### config.mk
export PLATFORM = sky130hd
export DESIGN_NAME = fetch_stage
export DESIGN_NICKNAME = d
export VERILOG_FILES = /design/src/rtl/core_pkg.sv /design/src/rtl/next_pc_calc.sv /design/src/rtl/fetch_stage.sv
export SDC_FILE = /design/constraint.sdc
export NUM_CORES = 1
export LEC_CHECK = 0
export ABC_AREA = 1
export BUFFER_PORTS_ARGS = -buffer_cell sky130_fd_sc_hd__buf_2
export CAP_MARGIN = 20
export CORE_MARGIN = 10
export CORE_UTILIZATION = 30
export DETAILED_ROUTE_END_ITERATION = 10
export SETUP_SLACK_MARGIN = 0.4
export SLEW_MARGIN = 20
export SYNTH_ARGS = -nofsm -noshare
export SYNTH_HDL_FRONTEND = slang
export SYNTH_SLANG_ARGS = --single-unit
### constraint.sdc
create_clock -name clk -period 2.71 [get_ports clk]
set_clock_uncertainty 0.1 [all_clocks]
set_input_delay 0.542 -clock clk [delete_from_list [all_inputs] [get_ports clk]]
set_output_delay 0.542 -clock clk [all_outputs]
set_load 0.1 [all_outputs]
### src/rtl/core_pkg.sv
// Shared constants for the MUSA core front end: pc_src encodings,
// the NOP encoding used to flush IF/ID, and the fetch FSM state codes.
package core_pkg;

    // pc_src encodings driven by decode
    localparam logic [2:0] PCSRC_SEQ = 3'd0;
    localparam logic [2:0] PCSRC_BR  = 3'd1;
    localparam logic [2:0] PCSRC_J   = 3'd2;
    localparam logic [2:0] PCSRC_JR  = 3'd3;
    localparam logic [2:0] PCSRC_RET = 3'd4;

    // All-zero word decodes as a NOP
    localparam logic [31:0] NOP_INSTR = 32'h0000_0000;

    // Fetch FSM states
    localparam logic [1:0] IDLE  = 2'd0;
    localparam logic [1:0] FETCH = 2'd1;
    localparam logic [1:0] HOLD  = 2'd2;

    // True for the pc_src codes that change control flow; 5-7 act as sequential
    function automatic logic is_redirect_src(input logic [2:0] src);
        return (src == PCSRC_BR) || (src == PCSRC_J) ||
               (src == PCSRC_JR) || (src == PCSRC_RET);
    endfunction

endpackage

### src/rtl/next_pc_calc.sv
// Combinational next-PC selection. Produces the word-aligned target,
// a flag telling whether decode asked for a control-flow change, and
// a flag telling whether the raw target was not word aligned.
module next_pc_calc
    import core_pkg::*;
(
    input  logic [31:0] pc,
    input  logic [31:0] pc_plus4,
    input  logic [2:0]  pc_src,
    input  logic [31:0] branch_offset,
    input  logic [31:0] jump_jpc,
    input  logic [31:0] reg_target,
    input  logic [31:0] stack_target,
    output logic [31:0] target,
    output logic        misalign,
    output logic        redirect
);

    logic [31:0] raw_target;

    // Select the raw destination; branch is relative to the IF/ID PC+4
    always_comb begin
        raw_target = pc + 32'd4;
        case (pc_src)
            PCSRC_BR:  raw_target = pc_plus4 + (branch_offset << 2);
            PCSRC_J:   raw_target = {pc_plus4[31:28], jump_jpc[27:0]};
            PCSRC_JR:  raw_target = reg_target;
            PCSRC_RET: raw_target = stack_target;
            default:   raw_target = pc + 32'd4;
        endcase
    end

    assign redirect = is_redirect_src(pc_src);
    // Low bits are dropped rather than trapping; the caller reports it
    assign target   = {raw_target[31:2], 2'b00};
    assign misalign = redirect && (raw_target[1:0] != 2'b00);

endmodule

### src/rtl/fetch_stage.sv
// Instruction-fetch stage: owns the PC, talks to instruction memory over a
// req/ready handshake, applies decode redirects and stalls, and drives the
// IF/ID register. A redirect that arrives while a request is still waiting
// for ready is remembered and applied once that request retires, so the
// address seen by memory never changes mid-transaction.
module fetch_stage
    import core_pkg::*;
#(
    parameter logic [31:0] RESET_PC = 32'h0000_0000,
    parameter int          COUNT_W  = 32
) (
    input  logic               clk,
    input  logic               rst,
    output logic               imem_req,
    output logic [31:0]        imem_addr,
    input  logic               imem_ready,
    input  logic [31:0]        imem_rdata,
    input  logic               pc_write,
    input  logic [2:0]         pc_src,
    input  logic [31:0]        branch_offset,
    input  logic [31:0]        jump_jpc,
    input  logic [31:0]        reg_target,
    input  logic [31:0]        stack_target,
    output logic [31:0]        instruction,
    output logic [31:0]        pc_plus4,
    output logic               if_valid,
    output logic               fetch_misalign,
    output logic [COUNT_W-1:0] fetch_count
);

    logic [1:0]         state_q,      state_d;
    logic [31:0]        pc_q,         pc_d;
    logic [31:0]        instr_q,      instr_d;
    logic [31:0]        pc4_q,        pc4_d;
    logic               valid_q,      valid_d;
    logic               misalign_q,   misalign_d;
    logic [COUNT_W-1:0] count_q,      count_d;
    logic [31:0]        hold_q,       hold_d;
    logic [31:0]        hold_pc4_q,   hold_pc4_d;
    logic               discard_q,    discard_d;
    logic [31:0]        disc_tgt_q,   disc_tgt_d;

    logic [31:0] calc_target;
    logic        calc_misalign;
    logic        calc_redirect;
    logic        take_redirect;
    logic [31:0] seq_pc;

    next_pc_calc u_next_pc_calc (
        .pc            (pc_q),
        .pc_plus4      (pc4_q),
        .pc_src        (pc_src),
        .branch_offset (branch_offset),
        .jump_jpc      (jump_jpc),
        .reg_target    (reg_target),
        .stack_target  (stack_target),
        .target        (calc_target),
        .misalign      (calc_misalign),
        .redirect      (calc_redirect)
    );

    // pc_src is only meaningful while decode lets the PC advance
    assign take_redirect = pc_write && calc_redirect;
    assign seq_pc        = pc_q + 32'd4;

    // Next-state logic: redirect beats stall beats sequential fetch
    always_comb begin
        state_d    = state_q;
        pc_d       = pc_q;
        instr_d    = instr_q;
        pc4_d      = pc4_q;
        valid_d    = valid_q;
        misalign_d = 1'b0;
        count_d    = count_q;
        hold_d     = hold_q;
        hold_pc4_d = hold_pc4_q;
        discard_d  = discard_q;
        disc_tgt_d = disc_tgt_q;

        case (state_q)
            IDLE: begin
                state_d = FETCH;
                if (take_redirect) begin
                    pc_d       = calc_target;
                    instr_d    = NOP_INSTR;
                    valid_d    = 1'b0;
                    misalign_d = calc_misalign;
                end
            end

            FETCH: begin
                if (take_redirect) begin
                    instr_d    = NOP_INSTR;
                    valid_d    = 1'b0;
                    misalign_d = calc_misalign;
                    if (imem_ready) begin
                        // Data for the old path is dropped; next request uses target
                        pc_d      = calc_target;
                        discard_d = 1'b0;
                    end else begin
                        // Request in flight: keep the address, apply target later
                        discard_d  = 1'b1;
                        disc_tgt_d = calc_target;
                    end
                end else if (discard_q) begin
                    if (imem_ready) begin
                        pc_d      = disc_tgt_q;
                        discard_d = 1'b0;
                    end
                end else if (imem_ready) begin
                    pc_d = seq_pc;
                    if (pc_write) begin
                        instr_d = imem_rdata;
                        pc4_d   = seq_pc;
                        valid_d = 1'b1;
                        count_d = count_q + COUNT_W'(1);
                    end else begin
                        hold_d     = imem_rdata;
                        hold_pc4_d = seq_pc;
                        state_d    = HOLD;
                    end
                end
            end

            HOLD: begin
                if (take_redirect) begin
                    pc_d       = calc_target;
                    instr_d    = NOP_INSTR;
                    valid_d    = 1'b0;
                    misalign_d = calc_misalign;
                    state_d    = FETCH;
                end else if (pc_write) begin
                    instr_d = hold_q;
                    pc4_d   = hold_pc4_q;
                    valid_d = 1'b1;
                    count_d = count_q + COUNT_W'(1);
                    state_d = FETCH;
                end
            end

            default: state_d = IDLE;
        endcase
    end

    // State registers; reset abandons any outstanding memory transaction
    always_ff @(posedge clk or negedge rst) begin
        if (!rst) begin
            state_q    <= IDLE;
            pc_q       <= RESET_PC;
            instr_q    <= NOP_INSTR;
            pc4_q      <= 32'd0;
            valid_q    <= 1'b0;
            misalign_q <= 1'b0;
            count_q    <= '0;
            hold_q     <= 32'd0;
            hold_pc4_q <= 32'd0;
            discard_q  <= 1'b0;
            disc_tgt_q <= 32'd0;
        end else begin
            state_q    <= state_d;
            pc_q       <= pc_d;
            instr_q    <= instr_d;
            pc4_q      <= pc4_d;
            valid_q    <= valid_d;
            misalign_q <= misalign_d;
            count_q    <= count_d;
            hold_q     <= hold_d;
            hold_pc4_q <= hold_pc4_d;
            discard_q  <= discard_d;
            disc_tgt_q <= disc_tgt_d;
        end
    end

    assign imem_req       = (state_q == FETCH);
    assign imem_addr      = pc_q;
    assign instruction    = instr_q;
    assign pc_plus4       = pc4_q;
    assign if_valid       = valid_q;
    assign fetch_misalign = misalign_q;
    assign fetch_count    = count_q;

endmodule
==> metrics.md <==
| Metric | Value |
|---|---|
| Status | complete, no violations |
| Largest net degree at the start of global routing | 78 |
| Drt wl/cell | 19.0 um |
| Max IR drop VDD | 0.999 mV |
| Vias in the first global route | 15200 |
| Most frequent cells in the layout | nand2_1, buf_2, dfrtp_1, inv_1, a21oi_1 |
| Antenna violations before repair | 3 |
| Leakage | 0.00990 uW |
| CTS tree | yes |
| Power Total | 27100 uW |
| # setup viols final | 0 |
| Non-Filler Instances | 3060 |
| Commonest non-fill, non-tap cell in the layout | nand2_1 |
| Residual DRC count | 0 |
| Die area | 0.0562 sq mm |
| # fillers | 4746 |
| Ys Warns | 0 |
| Core Area | 0.0466 sq mm |
| Post-synth EDFFs | 0 |
| CP Data Required Time | 3050 ps |
| Starting Density | 30.4% |
| Unrepaired setup endpoints after global routing | yes |
| First-pass GRT wire length | 89.3 mm |
| Slew margin rel. | 35.3% |
| Flops & latches, synth | 221 |
| Placed Cells | 2964 |
| GRT overflow | 0 |
| Final Hold Fails | 0 |
| Crit path launch type | flip-flop |
| Slowest cell delay on critical path | 440 ps |
| Port bufs | 287 |
| Avg Cell Area, Syn | 6.91 sq um |
| Initial DRC count | 1030 |
| R2R Path End | imem_addr[8] |
| Post-route minimum period | 2470 ps |
| Critical path cell sequence | ha_4 -> inv_2 -> fa_2 -> inv_2 -> nand3_2 -> nand3_4 -> nand2_4 -> nand2_4 -> nand2_2 -> nand3_2 -> nand4_1 -> nor2_2 -> nand2_1 -> nand3_2 -> o21ai_1 |
| Max cap viols | 0 |
| Drt pass-1 iters | 5 |
| R2R setup slack | 240 ps |
| R2R Path Start | pc_plus4[2] |
| Ports | 298 |
| Vias per cell | 4.97 |
| Mapped Area | 0.0141 sq mm |
| Final GP Congestion | 0.915 |
| Post-DRT Antenna Nets | 0 |
| Top delay family on crit path | simple AND/OR/NAND/NOR gates |
| Fin nets | 2634 |
| Slowest cell on crit path | dfrtp_4 |
| WHS | 86.2 ps |
| Hold Startpoint | imem_rdata[8] |
| Clock sink count | 221 |
| Worst min-delay path category | input port to flip-flop |
| Pwr per Cell Area | 1380 mW/mm^2 |
| Unique masters post-synth | 48 |
| Die width | 237 um |
| Critical Path AT | 2820 ps |
| Max-slew violations | 0 |
| Final period util | 91.3% |
| Post-synthesis sequential area ratio | 39.1% |
| Top cell by count, worst path | nand3_2 |
| Die Ht | 237 um |
| H-tree level count | 1 |
| Peak Freq | 404 MHz |
| Setup crit start | pc_plus4[2] |
| Crit-path max FO | 4 |
| Total CTS buffers | 28 |
| R2r worst-path depth | 15 |
| Layout cells sized above 1 | 31.4% |
| Worst-margin pin slew | 970 ps |
| Primary FF master, synth | dfrtp_1 |
| Wirelength, routed | 58.2 mm |
| WS Path Type | flip-flop to flip-flop |
| CTS root buffer | clkbuf_16 |
| Hold worst-path end | hold_q[8] |
| CTS Buffer Depth | 3 |
| FFs w/ async S/R, synth | 100% |
| Worst hold path depth | 3 |
| Site Rows | 79 |
| Hpwl dp | 44.9 mm |
| Crit path buf inv count | 2 |
| Critical Path Sink Type | flip-flop |
| Clk_lat worst skew | 570 ps |
| GRT Overall Usage | 19.8% |
| Via Count | 15200 |
| Post-Synthesis Cells | 2047 |
| Area grow syn2layout | 38.7% |
| Setup TNS | 0 ps |
| Clk slew on worst S/H paths | 60 ps |
## kinds of logic after synthesis
family	after synthesis	synth area share, %
other cells	1	0.0265
fa+ha+maj	37	3.33
flops	221	39.1
compound gates	294	11.5
mux	32	2.55
xor+xnor	55	3.41
buf+inv	267	7.33
simple gates	1140	32.7
## worst min-delay path, stage by stage
cell	delay (ps)
buf_2	80
nand2_1	50
nand2_1	50
## layout make-up
cell class                 count  area (sq um)  share of cell area (%)
sequential                   221          5620                    28.7
timing repair buffer         431          2760                    14.1
clock inverter                 8          82.6                   0.421
clock buffer                  44           861                    4.39
inverter                     186           704                    3.59
multi-input combinational   1562          8820                    45.0
tap                          607           759                    3.88
antenna                        1          2.50                  0.0128
## cell usage after synthesis, drive strengths merged, types with 2 or more instances
library cell,count,area share [%]
nand2,839,22
a21oi,152,5.4
a221oi,16,0.99
nand3,77,2.8
o21ai,90,3.2
ha,36,3.2
a211oi,5,0.27
o22ai,3,0.13
buf,17,0.68
o21bai,2,0.11
and2,3,0.13
dfrtp,221,39
clkbuf,64,1.7
a22o,10,0.62
or2,8,0.35
nor2,140,3.9
xor2,41,2.5
xnor2,14,0.87
o21a,2,0.11
a31oi,7,0.31
nor3b,2,0.11
nand3b,4,0.21
nor4,4,0.18
o211ai,4,0.21
nand4,32,1.4
inv,185,4.9
mux2,32,2.5
nor3,31,1.2
## flip-flops by register name (all words and copies together) (netlist names)
| register | count |
|---|---|
| discard_q | 1 |
| imem_addr | 30 |
| instruction | 32 |
| if_valid | 1 |
| hold_pc4_q | 30 |
| fetch_count | 32 |
| state_q | 2 |
| fetch_misalign | 1 |
| disc_tgt_q | 30 |
| pc_plus4 | 30 |
| hold_q | 32 |
## power by group
part	internal (uW)	switching (uW)	leakage, uW
Combinational	5050	12200	0.00667
Clock	2270	1510	0.000465
Sequential	4750	1370	0.00276
## routing by layer
layer / share of wire, % / up-vias / GRT usage [%]
met3: 6.7 / 77 / 3.73
met1: 42 / 7266 / 24.4
li1: - / 7323 / -
met4: 2.0 / 4 / 4.69
met5: 0.050 / - / 0
met2: 49 / 530 / 34.7
## timing repair
action                     4_1_cts  5_1_grt
hold buffers                     1        0
gates resized for setup        122      181
gates cloned                     0        1
setup buffers                    9       32
hold endpoints to repair        63        0
pin swaps                       18       75
setup endpoints to repair       69       90
## through the flow
step                setup WS (ps)  util, %  instance area (sq um)
CTS                           273     40.1                  18700
detailed placement          -37.9     36.6                  17100
global route                  154     42.1                  19600
floorplan                     347        -                  14300
finish                        236     42.1                  19600
global placement            -23.2     36.6                  17100
## worst max-delay path by stage
| stage | endpoint | cells past startpoint | slack (ps) |
|---|---|---|---|
| 6_report | imem_addr[8] | 15 | 240 |
| 5_1_grt | imem_addr[8] | 15 | 150 |
| 4_1_cts | imem_addr[8] | 15 | 270 |
| 3_5_place_dp | imem_addr[10] | 16 | -40 |
| 3_3_place_gp | imem_addr[7] | 13 | -20 |
| 2_1_floorplan | imem_addr[10] | 15 | 350 |
Note: power is estimated with default switching activity, not from simulation.
